$ cat config.mk
export PLATFORM = sky130hd
export DESIGN_NAME = uart_rx_core
export DESIGN_NICKNAME = d
export VERILOG_FILES = /design/src/rtl/uart_pkg.sv /design/src/rtl/bit_sync.sv /design/src/rtl/uart_rx_core.sv
export SDC_FILE = /design/constraint.sdc
export NUM_CORES = 1
export LEC_CHECK = 0
export CAP_MARGIN = 10
export CORE_MARGIN = 4
export CORE_UTILIZATION = 50
export DETAILED_ROUTE_END_ITERATION = 10
export PLACE_DENSITY = 0.76
export SETUP_SLACK_MARGIN = 0.1
export SLEW_MARGIN = 20
export SYNTH_ARGS = -nofsm -noshare
export SYNTH_HDL_FRONTEND = slang
export SYNTH_SLANG_ARGS = --single-unit
$ cat constraint.sdc
create_clock -name clk -period 4.95 [get_ports clk]
set_clock_uncertainty 0.15 [all_clocks]
set_input_delay 1.485 -clock clk [delete_from_list [all_inputs] [get_ports clk]]
set_output_delay 1.485 -clock clk [all_outputs]
set_load 0.01 [all_outputs]
$ cat src/rtl/uart_pkg.sv
// rtl/uart_pkg.sv - shared UART receiver types, constants and baud helper
package uart_pkg;

  localparam int UART_DATA_BITS = 8;

  typedef enum logic [2:0] {IDLE, START, DATA, STOP, BREAK} uart_rx_state_t;

  // Integer clocks per bit; the receiver samples on these boundaries.
  function automatic int clks_per_bit(input int clk_hz, input int baud);
    return clk_hz / baud;
  endfunction

endpackage

$ cat src/rtl/bit_sync.sv
// rtl/bit_sync.sv - generic asynchronous-reset flop chain for async input pins
module bit_sync #(
  parameter int   STAGES    = 2,
  parameter logic RESET_VAL = 1'b0
) (
  input  logic clk_i,
  input  logic rst_ni,
  input  logic d_i,
  output logic q_o
);

  logic [STAGES-1:0] sync_q;

  // Shift the raw pin through the chain; reset presets every stage to the idle level.
  always_ff @(posedge clk_i or negedge rst_ni) begin
    if (!rst_ni) begin
      sync_q <= {STAGES{RESET_VAL}};
    end else begin
      sync_q <= {sync_q[STAGES-2:0], d_i};
    end
  end

  assign q_o = sync_q[STAGES-1];

endmodule

$ cat src/rtl/uart_rx_core.sv
// rtl/uart_rx_core.sv - 8N1 UART receiver with ready/ack byte handshake and error flags
module uart_rx_core import uart_pkg::*; #(
  parameter int CLK_HZ       = 12_000_000,
  parameter int BAUD         = 115_200,
  parameter int CLKS_PER_BIT = clks_per_bit(CLK_HZ, BAUD),
  parameter int SYNC_STAGES  = 2
) (
  input  logic                      clk,
  input  logic                      reset_n,
  input  logic                      rx,
  input  logic                      rx_data_ack,
  input  logic                      rx_err_clr,
  output logic [UART_DATA_BITS-1:0] rx_data,
  output logic                      rx_data_ready,
  output logic                      rx_frame_err,
  output logic                      rx_overrun
);

  localparam int CNT_W = $clog2(CLKS_PER_BIT);
  localparam logic [CNT_W-1:0] CNT_HALF = CNT_W'(CLKS_PER_BIT / 2 - 1);
  localparam logic [CNT_W-1:0] CNT_FULL = CNT_W'(CLKS_PER_BIT - 1);

  if (CLKS_PER_BIT < 4) begin : g_bad_cpb
    $error("uart_rx_core: CLKS_PER_BIT must be >= 4");
  end
  if (SYNC_STAGES < 2) begin : g_bad_sync
    $error("uart_rx_core: SYNC_STAGES must be >= 2");
  end

  logic rx_s;

  uart_rx_state_t            state_q, state_d;
  logic [CNT_W-1:0]          cnt_q, cnt_d;
  logic [2:0]                bit_idx_q, bit_idx_d;
  logic [UART_DATA_BITS-1:0] shreg_q, shreg_d;
  logic                      frame_err_q, frame_err_d;
  logic                      deliver;

  logic [UART_DATA_BITS-1:0] rx_data_q, rx_data_d;
  logic                      ready_q, ready_d;
  logic                      overrun_q, overrun_d;
  logic                      take;

  bit_sync #(
    .STAGES    (SYNC_STAGES),
    .RESET_VAL (1'b1)
  ) u_rx_sync (
    .clk_i  (clk),
    .rst_ni (reset_n),
    .d_i    (rx),
    .q_o    (rx_s)
  );

  // Receiver state register: state, bit timer, bit index, shift register, frame error pulse.
  always_ff @(posedge clk or negedge reset_n) begin
    if (!reset_n) begin
      state_q     <= IDLE;
      cnt_q       <= '0;
      bit_idx_q   <= '0;
      shreg_q     <= '0;
      frame_err_q <= 1'b0;
    end else begin
      state_q     <= state_d;
      cnt_q       <= cnt_d;
      bit_idx_q   <= bit_idx_d;
      shreg_q     <= shreg_d;
      frame_err_q <= frame_err_d;
    end
  end

  // Next-state logic: the bit timer free-runs within a state and clears on every transition.
  always_comb begin
    state_d     = state_q;
    cnt_d       = cnt_q + CNT_W'(1);
    bit_idx_d   = bit_idx_q;
    shreg_d     = shreg_q;
    frame_err_d = 1'b0;
    deliver     = 1'b0;
    case (state_q)
      IDLE: begin
        cnt_d = '0;
        if (!rx_s) state_d = START;
      end
      START: begin
        if (cnt_q == CNT_HALF) begin
          cnt_d = '0;
          if (rx_s) begin
            state_d = IDLE;
          end else begin
            state_d   = DATA;
            bit_idx_d = '0;
          end
        end
      end
      DATA: begin
        if (cnt_q == CNT_FULL) begin
          cnt_d     = '0;
          shreg_d   = {rx_s, shreg_q[UART_DATA_BITS-1:1]};
          bit_idx_d = bit_idx_q + 3'd1;
          if (bit_idx_q == 3'd7) state_d = STOP;
        end
      end
      STOP: begin
        if (cnt_q == CNT_FULL) begin
          cnt_d = '0;
          if (rx_s) begin
            state_d = IDLE;
            deliver = 1'b1;
          end else begin
            state_d     = BREAK;
            frame_err_d = 1'b1;
          end
        end
      end
      BREAK: begin
        cnt_d = '0;
        if (rx_s) state_d = IDLE;
      end
      default: begin
        state_d   = IDLE;
        cnt_d     = '0;
        bit_idx_d = '0;
      end
    endcase
  end

  assign take = !ready_q || rx_data_ack;

  // Handshake next-state: a delivery beats a same-cycle ack; a new overrun beats a clear.
  always_comb begin
    rx_data_d = rx_data_q;
    ready_d   = ready_q;
    overrun_d = overrun_q;
    if (deliver && take) begin
      rx_data_d = shreg_q;
      ready_d   = 1'b1;
    end else if (ready_q && rx_data_ack) begin
      ready_d = 1'b0;
    end
    if (deliver && !take) begin
      overrun_d = 1'b1;
    end else if (rx_err_clr) begin
      overrun_d = 1'b0;
    end
  end

  // Output/handshake registers.
  always_ff @(posedge clk or negedge reset_n) begin
    if (!reset_n) begin
      rx_data_q <= '0;
      ready_q   <= 1'b0;
      overrun_q <= 1'b0;
    end else begin
      rx_data_q <= rx_data_d;
      ready_q   <= ready_d;
      overrun_q <= overrun_d;
    end
  end

  assign rx_data       = rx_data_q;
  assign rx_data_ready = ready_q;
  assign rx_frame_err  = frame_err_q;
  assign rx_overrun    = overrun_q;

endmodule

* Word level (Yosys, flattened, before mapping)
Index checks and enable logic that the tools add are counted. Widths: inputs -> output; s select.
Word-level totals: register bits after elaboration 34, word-level logic and storage cells 66
Operators by class: add/sub/neg operators 2, equal/unequal tests 14, multiplexer cells 26, bitwise gates (word level) 1, reduce and logical (&&, ||, !) cells 14
Operator list (count):
- $mux 3 | 10
- $pmux 3 s5 | 1
- $mux 7 | 2
- $pmux 7 s2 | 1
- $ne 2x2->1 const B | 6
- $mux 1 | 10
- $pmux 3 s3 | 1
- $add 7x1->7 const B | 1
- $eq 7x6->1 const B | 1
- $eq 7x7->1 const B | 1
- $eq 3x2->1 const B | 2
- $eq 3x3->1 const B | 2
- $reduce_and 6->1 | 1
- $reduce_and 4->1 | 1
- $reduce_bool 2->1 | 2
- $add 3x1->3 const B | 1
- $eq 3x1->1 const B | 1
- $logic_and 1x1->1 | 3
- $logic_not 3->1 | 1
- $reduce_or 3->1 | 1
- $logic_not 1->1 | 2
- $mux 2 | 1
- $ne 2x1->1 const B | 1
- $reduce_and 2->1 | 1
- other kinds (3) | 3

* Depth between registers and ports, before layout
Gate-level depths: netlist (run 1).
depth in word-level cells 5, gate-level depth with buffers 6, depth with buffers taken out 5

* Hierarchy
A second synthesis (run 1) with hierarchy kept.
Unflattened totals: cells, all modules 122, area total of the unflattened synthesis 1525.2 µm²
Modules (own cells, without submodules):
- uart_rx_core | times used 1, cells each 120, area each 1472.7 µm², seq. area each 800.8 µm²
- bit_sync | times used 1, cells each 2, area each 52.6 µm², seq. area each 52.6 µm²

* Least setup slack after synthesis (run 1)
No wires, ideal clock.
path type in2reg, start input rx_data_ack, end register rx_data_q[0], in the netlist rx_data[0], library setup time 0.125 ns, data arrival time 2.182 ns, slack 2.494 ns, cell stages on the path 4, path buffers 1, cells stage by stage nand2b_1 nor2b_2 buf_6 mux2_2
On the way: word-level cells in the longest chain between the ends 2
Ends and longest elaborated chain:
- start, declared | RTL line uart_rx_core.sv:11 | input logic rx_data_ack,
- $logic_or 1x1->1 | RTL line uart_rx_core.sv:127 | assign take = !ready_q || rx_data_ack;
- $logic_and 1x1->1 | RTL line uart_rx_core.sv:134 | if (deliver && take) begin
- end signal, assigned | RTL line uart_rx_core.sv:154 | rx_data_q <= rx_data_d;
- end, declared | RTL line uart_rx_core.sv:39 | logic [UART_DATA_BITS-1:0] rx_data_q, rx_data_d;
No other way between the ends. A chain may end at the register's enable or synchronous reset.

* Worst setup path after layout (run 1)
start register rx_data_q[1], in the netlist rx_data[1], end output rx_data[1]
RTL lines:
- end, declared | RTL line uart_rx_core.sv:13 | output logic [UART_DATA_BITS-1:0] rx_data,
No word-level cell between the ends.

==> qor.yml, run 1 <==
outcome:
  status: "complete, no violations"
pwr:
  ir_worst_vdd_mv: 0.179
  leakage_nw: 0.809
  power.total_mw: 0.448
  pwr_density_cell_nw_per_um2: 261
floorplanning:
  fp.dieH_microns: 62.5
  dieArea_sq_um: 3900
  fp-row-count: 19
  initial_core_util: 0.529
  core-area_sq_um: 2810
  pin_count: 16
  die_w_microns: 62.5
drt:
  num_vias: 943
  viasPerCell: 5.58
  drtIter0Drc: 33
  drc_errors: 0
  routedWlPerCell_microns: 14.8
  antenna_left: 0
  routed_wl_microns: 2500
  firstDrtPassIters: 4
synth:
  synth_top_area_cell: "dfrtp_1"
  yosys.cell_count.top_type: "dfrtp_1"
  synth_common_cells: "dfrtp_1 (32), mux2_2 (17), nor2_1 (12), nand2_1 (7), inv_1 (6)"
  synth_warnings: 0
  synth.cell_area_sq_um: 1480
  synth_seq_cells: 34
  synth_nets: 127
  synth_edf_count: 0
  synth.top_cells.by_area: "dfrtp_1 (54%), mux2_2 (13%), dfstp_2 (3.5%)"
  synth_ff_type: "dfrtp_1"
  synthDistinctLibCells: 31
  seq_area_frac_synth: 0.576
  synthDominantCellAreaShare: 0.540
  synth-async-reset-ratio: 1.00
  avgSynthCellArea_sq_um: 12.6
  syn_inst: 118
critical_path:
  slowest_delay_ps: 540
  rr_startpoint: "cnt_q[0]$_DFF_PN0_"
  path_cells: "clkdlybuf4s50_1"
  rrSetupSlack_ps: 2760
  crit_fanout: 2
  crit_family: "buffers and inverters"
  cp.required_ps: 3310
  critPathKind: "reg2out"
  timing.rr.end: "rx_data[0]$_DFFE_PN0P_"
  end_kind: "primary output"
  cp_num_buf_inv: 1
  startpoint_type: "register"
  worstRegToRegCells: 5
  cp.arrival_ps: 1250
  cpMaxStageDelayCell: "clkdlybuf4s50_1"
finish:
  area_growth_pct: 15.9
  n_antenna_cell: 0
  fin_nets: 146
  drive_gt1_frac: 0.225
global_route:
  antenna_found_initial: 0
  grt_pass1_wl_microns: 4600
  grt_pass1_vias: 1035
  grt_max_degree: 22
  gr-total-overflow: 0
  grt_usage: 0.150
sta:
  rsz0062_at_grt: "false"
  slew_headroom: 0.376
  hold_violations: 0
  worstMarginPinSlew_ps: 933
  post-route-min-period_ps: 2880
  slew_viol_final: 0
  fin_tns_setup_ps: 0
  setup_viol: 0
  fmax_ghz: 0.347
  min_period_over_period: 0.582
clock_network:
  clockBufferDepth: 2
  clk_pin_slew_ps: 100
  ctsHoldBuffers: 0
  cts.sinks: 34
  clock_latency_ps: 330
  cts_made_buffers: 5
  cts_setup_buffers: 0
  ctsResizeCount: 0
  cts_tree: "yes"
  clock-root-buffer: "clkbuf_4"
  htreeDepth: 2
hold_path:
  hold-path-endpoint: "u_rx_sync.sync_q[1]$_DFF_PN1_"
  hp-start: "u_rx_sync.sync_q[0]$_DFF_PN1_"
  hold_class: "reg2reg"
  whs_path_depth: 0
placement:
  gp_congestion: 0.775
  detailed_place_hpwl_microns: 1870
  io_buffers: 15
flow_run:
  drv_cap: 0
-- sequential cells by signal, summed over array words and instances, names as in the netlist --
register	flops
rx_data	8
shreg_q	8
cnt_q	7
bit_idx_q	3
state_q	3
u_rx_sync.sync_q	2
rx_data_ready	1
rx_frame_err	1
rx_overrun	1
-- where the power goes --
group          internal [mW]  leakage, nW  switching, mW
sequential             0.279        0.453       0.000669
clock                 0.0682       0.0343         0.0910
combinational        0.00345        0.322        0.00580
total                  0.351        0.809         0.0974
-- layout by cell type, fill, tap and decap left out, types with 2 or more instances in the layout --
cell type        instances
mux2i_1                  2
nor2_1                  12
a21o_1                   2
inv_1                    6
nand3_1                  3
o21ai_0                  2
nand4b_1                 3
a21oi_1                  2
nand2_1                  7
ha_1                     4
dfstp_2                  2
clkbuf_4                 5
dfrtp_1                 32
clkdlybuf4s50_1         15
mux2_2                  17
nor3_1                   3
xnor2_1                  2
xor2_1                   3
-- per-stage QoR --
stage,setup slack [ps],hold slack (ps),instances,cell area (sq um),utilization
CTS,2050,204,169,1720,0.613
detailed placement,1810,199,161,1660,0.590
finish,2070,205,169,1720,0.613
floorplan,2490,195,118,1480,-
global placement,1850,197,161,1660,0.590
global route,2010,203,169,1720,0.613
-- how the worst max path moves through the flow --
| stage | from | end | depth (start not counted) | slack (ps) |
|---|---|---|---|---|
| after floorplan | rx_data_ack | rx_data[0]$_DFFE_PN0P_ | 4 | 2490 |
| after global placement | rx_data_ack | rx_data[5]$_DFFE_PN0P_ | 4 | 1850 |
| after detailed placement | rx_data_ack | rx_data[0]$_DFFE_PN0P_ | 4 | 1810 |
| after CTS | rx_data[1]$_DFFE_PN0P_ | rx_data[1] | 1 | 2050 |
| after global routing | rx_data_ready$_DFFE_PN0P_ | rx_data_ready | 1 | 2010 |
| final | rx_data[1]$_DFFE_PN0P_ | rx_data[1] | 1 | 2070 |
-- routing by layer --
metal	vias to the layer above	global-route usage	routed length, microns
met3	5	0.0432	93
met5	-	0	0
met4	0	0.0744	52
li1	454	-	-
met2	18	0.244	1260
met1	466	0.183	1090
-- cell families (layout without fill, tap and decap cells) --
logic type | after synthesis | after routing | share of synthesized area
AOI/OAI and AO/OA | 12 | 12 | 0.0565
xor gates and xnor gates | 5 | 5 | 0.0295
adders and majority gates | 4 | 4 | 0.0338
buffers and inverters | 10 | 30 | 0.0312
DFF | 34 | 34 | 0.576
muxes | 19 | 19 | 0.143
and+or+nand+nor | 34 | 34 | 0.131
-- final cells by class --
type | instances | area, sq um
multi-input cells | 74 | 583
repair buffers | 16 | 158
well taps | 31 | 38.8
inverters | 6 | 22.5
fillers | 226 | 1090
clock inverters | 2 | 12.5
flip-flops and latches | 34 | 853
clock buffers | 6 | 51.3
No activity file was read; power rests on OpenSTA's default activity.
==> inputs of run 2 (changes only) <==
- clock period: 4.95 -> 3 ns (I/O delays scaled with it)
==> run 2 against run 1 <==
- power is 100% higher
- critical path depth stayed put
- non-clock buffer count stayed put
- register-to-register slack worse by 2000 ps
- die area stayed put
- hold slack worse by 0.70 ps
- highest routed layer unchanged
- via count is 1.3% lower
- routed wire length is 0.56% higher
- global-route usage is 0.32 points higher
- utilization is 1.7 points higher
- first-iteration DRC count is 67% higher
==> qor.yml, run 2 (synthesis results as in run 1) <==
outcome:
  status: "complete, no violations"
hold_path:
  hold_class: "reg2reg"
  whs_path_depth: 0
drt:
  drtIter0Drc: 55
  viasPerCell: 5.51
  num_vias: 931
  routed_wl_microns: 2510
  drc_errors: 0
  wl_met3_microns: 108
  wl_met1_microns: 1070
  top_layer: "met4"
  routedWlPerCell_microns: 14.9
  wl_met2_microns: 1290
  antenna_left: 0
  firstDrtPassIters: 4
critical_path:
  crit_family: "buffers and inverters"
  critPathKind: "reg2out"
  cp.required_ps: 1950
  slowest_delay_ps: 540
  crit_cells: 1
  rrSetupSlack_ps: 770
  path_cells: "clkdlybuf4s50_1"
  crit_path_start: "rx_data[0]$_DFFE_PN0P_"
  crit_fanout: 2
  endpoint: "rx_data[0]"
  worstRegToRegCells: 5
  rr_startpoint: "cnt_q[0]$_DFF_PN0_"
  cp_num_buf_inv: 1
  startpoint_type: "register"
  cpMaxStageDelayCell: "clkdlybuf4s50_1"
  cp.arrival_ps: 1250
  end_kind: "primary output"
  timing.rr.end: "rx_data[0]$_DFFE_PN0P_"
pwr:
  pwr_density_cell_nw_per_um2: 515
  power.total_mw: 0.909
  leakage_nw: 0.834
  ir_worst_vdd_mv: 0.419
finish:
  fin_nets: 146
  fin_cells: 169
  seqCellArea_sq_um: 853
  n_antenna_cell: 0
  layout_commonest_cell: "dfrtp_1"
  fill_cells: 233
  drive_gt1_frac: 0.225
  multi_input_area_sq_um: 583
  area_growth_pct: 19.2
  final_cell_mix: "dfrtp_1 (32), mux2_2 (17), clkdlybuf4s50_1 (15)"
floorplanning:
  fp-row-count: 19
  fp.dieH_microns: 62.5
  die_w_microns: 62.5
  dieArea_sq_um: 3900
  pin_count: 16
  initial_core_util: 0.529
  core-area_sq_um: 2810
clock_network:
  clock-root-buffer: "clkbuf_4"
  cts_made_buffers: 5
  clk_pin_slew_ps: 100
  clock_latency_ps: 330
  htreeDepth: 2
  cts.sinks: 34
  clockBufferDepth: 2
  cts_tree: "yes"
  ctsResizeCount: 0
  ctsHoldBuffers: 0
  cts_setup_buffers: 0
sta:
  post-route-min-period_ps: 2300
  worstMarginPinSlew_ps: 413
  rsz0062_at_grt: "false"
  setup_viol: 0
  slew_headroom: 0.723
  min_period_over_period: 0.766
  fmax_ghz: 0.435
  fin_hold_ws_ps: 204
  timing.final.ws_setup_ps: 701
  hold_violations: 0
  fin_tns_setup_ps: 0
  slew_viol_final: 0
global_route:
  grt_usage: 0.153
  grt_pass1_vias: 1024
  gr-total-overflow: 0
  antenna_found_initial: 0
  grt_pass1_wl_microns: 4690
  grt_max_degree: 35
placement:
  gp_congestion: 0.750
  place_inst: 161
  detailed_place_hpwl_microns: 1850
  place_ws_ps: 459
  io_buffers: 15
flow_run:
  drv_cap: 0
## run 2: worst min path at each step
stage / start / to
6_report: u_rx_sync.sync_q[0]$_DFF_PN1_ / u_rx_sync.sync_q[1]$_DFF_PN1_
3_3_place_gp: u_rx_sync.sync_q[0]$_DFF_PN1_ / u_rx_sync.sync_q[1]$_DFF_PN1_
2_1_floorplan: u_rx_sync.sync_q[0]$_DFF_PN1_ / u_rx_sync.sync_q[1]$_DFF_PN1_
3_5_place_dp: u_rx_sync.sync_q[0]$_DFF_PN1_ / u_rx_sync.sync_q[1]$_DFF_PN1_
4_1_cts: u_rx_sync.sync_q[0]$_DFF_PN1_ / u_rx_sync.sync_q[1]$_DFF_PN1_
5_1_grt: u_rx_sync.sync_q[0]$_DFF_PN1_ / u_rx_sync.sync_q[1]$_DFF_PN1_
## run 2: final cells by class
cell class	count	share of cell area
Sequential cell	34	0.483
Multi-Input combinational cell	74	0.330
Timing Repair Buffer	16	0.0892
Clock inverter	2	0.0340
Clock buffer	6	0.0290
Tap cell	31	0.0220
Inverter	6	0.0127
## run 2: power breakdown
part           internal, mW  switching, mW
logic               0.00567        0.00937
clock network         0.282          0.150
registers             0.460        0.00118
## run 2: stage by stage
step | utilization | instance area (sq um)
after global routing | 0.630 | 1770
after detailed placement | 0.590 | 1660
final | 0.630 | 1770
after global placement | 0.590 | 1660
after CTS | 0.630 | 1770
after floorplan | - | 1480
## run 2: routing by layer
metal	vias to the layer above	track usage
met2	14	0.260
met4	0	0.0579
met5	-	0
met3	5	0.0558
li1	452	-
met1	460	0.177
==> inputs of run 3 (changes only) <==
- clock period: 3 -> 2.3 ns (I/O delays scaled with it)
==> run 3 against run 2 <==
- die area stayed put
- non-clock buffer count is 1 higher
- utilization is 0.98 points lower
- first-iteration DRC count is 80% lower
- critical path depth stayed put
- sequential share of layout area is 0.76 points higher
- power is 5.6% higher
- largest power group unchanged
==> qor.yml, run 3 (synthesis results as in run 1) <==
finish:
  drive_gt1_frac: 0.237
  n_antenna_cell: 0
  layout_commonest_cell: "dfrtp_1"
  final_area_sq_um: 1740
  seqCellArea_sq_um: 853
  multi_input_area_sq_um: 596
  fin_nets: 147
  area_growth_pct: 17.3
  fill_cells: 242
  final_cell_mix: "dfrtp_1 (32), mux2_2 (17), clkdlybuf4s50_1 (15)"
critical_path:
  cp_num_buf_inv: 1
  crit_path_start: "rx_data[1]$_DFFE_PN0P_"
  path_cells: "clkdlybuf4s50_1"
  timing.rr.end: "rx_data[4]$_DFFE_PN0P_"
  rr_startpoint: "cnt_q[0]$_DFF_PN0_"
  endpoint: "rx_data[1]"
  end_kind: "primary output"
  worstRegToRegCells: 6
  crit_fanout: 2
  critPathKind: "reg2out"
  crit_cells: 1
  slowest_delay_ps: 540
  crit_family: "buffers and inverters"
  rrSetupSlack_ps: 250
  startpoint_type: "register"
  cpMaxStageDelayCell: "clkdlybuf4s50_1"
  cp.required_ps: 1460
  cp.arrival_ps: 1250
clock_network:
  cts_tree: "yes"
  clock-root-buffer: "clkbuf_4"
  cts_made_buffers: 5
  clock_latency_ps: 330
  htreeDepth: 2
  cts.sinks: 34
  clk_pin_slew_ps: 110
  clockBufferDepth: 2
sta:
  fin_tns_setup_ps: 0
  slew_viol_final: 0
  min_period_over_period: 0.910
  post-route-min-period_ps: 2090
  setup_viol: 0
  fmax_ghz: 0.478
  fin_hold_ws_ps: 210
  slew_headroom: 0.710
  rsz0062_at_grt: "false"
  hold_violations: 0
  timing.final.ws_setup_ps: 207
  worstMarginPinSlew_ps: 434
drt:
  routed_wl_microns: 2460
  antenna_left: 0
  firstDrtPassIters: 4
  viasPerCell: 5.52
  drtIter0Drc: 11
  routedWlPerCell_microns: 14.5
  num_vias: 938
  drc_errors: 0
pwr:
  power.total_mw: 0.960
  ir_worst_vdd_mv: 0.353
  pwr_density_cell_nw_per_um2: 552
  leakage_nw: 0.812
floorplanning:
  initial_core_util: 0.529
  fp-row-count: 19
  die_w_microns: 62.5
  fp.dieH_microns: 62.5
  core-area_sq_um: 2810
  pin_count: 16
  dieArea_sq_um: 3900
global_route:
  grt_pass1_vias: 991
  gr-total-overflow: 0
  grt_usage: 0.150
  grt_pass1_wl_microns: 4630
  grt_max_degree: 35
  antenna_found_initial: 0
hold_path:
  hp-start: "u_rx_sync.sync_q[0]$_DFF_PN1_"
  hold_class: "reg2reg"
flow_run:
  drv_cap: 0
placement:
  place_ws_ps: 91.1
  gp_congestion: 0.726
  dpl-instance-area_sq_um: 1660
  io_buffers: 15
  detailed_place_hpwl_microns: 1790
outcome:
  status: "complete, no violations"
## run 3: changes by cell type in the layout (fill, tap and decap cells not counted), sizes merged
cell and change:
bufinv -2, buf +1, clkinv +1, clkinvlp +1
## run 3: where the power goes
group	leakage (nW)	internal (mW)	total, mW	switching, mW
clock network	0.0343	0.147	0.339	0.192
registers	0.453	0.601	0.602	0.00129
logic	0.324	0.00739	0.0195	0.0121
## run 3: area by class of cell
class | instances | share of cell area
clock inverters | 2 | 0.00719
multi-input cells | 74 | 0.342
inverters | 6 | 0.0129
well taps | 31 | 0.0223
flip-flops and latches | 34 | 0.491
repair buffers | 17 | 0.0950
clock buffers | 6 | 0.0295
## run 3: how the worst min path moves through the flow
stage | endpoint | slack (ps) | cells after the start
floorplan | u_rx_sync.sync_q[1]$_DFF_PN1_ | 200 | 0
global placement | u_rx_sync.sync_q[1]$_DFF_PN1_ | 200 | 0
detailed placement | u_rx_sync.sync_q[1]$_DFF_PN1_ | 200 | 0
CTS | u_rx_sync.sync_q[1]$_DFF_PN1_ | 210 | 0
global route | u_rx_sync.sync_q[1]$_DFF_PN1_ | 220 | 0
finish | u_rx_sync.sync_q[1]$_DFF_PN1_ | 210 | 0
## run 3: per-layer routing
metal  part of all wire  vias up  wire length [microns]  track usage
li1                   -      451                      -            -
met4              0.014        0                     35       0.0716
met2               0.51       19                   1250        0.245
met1               0.43      463                   1060        0.184
met5                  0        -                      0            0
met3              0.046        5                    112       0.0414
## run 3: stage by stage
step / util / cells
floorplan: - / 118
global placement: 0.593 / 162
detailed placement: 0.593 / 162
CTS: 0.616 / 170
global route: 0.620 / 170
finish: 0.620 / 170
## run 3: what timing repair did
item,4_1_cts,5_1_grt
hold buffers,0,0
resized for setup,0,2
hold endpoints to repair,0,0
setup endpoints to repair,0,8
buffers inserted,0,0
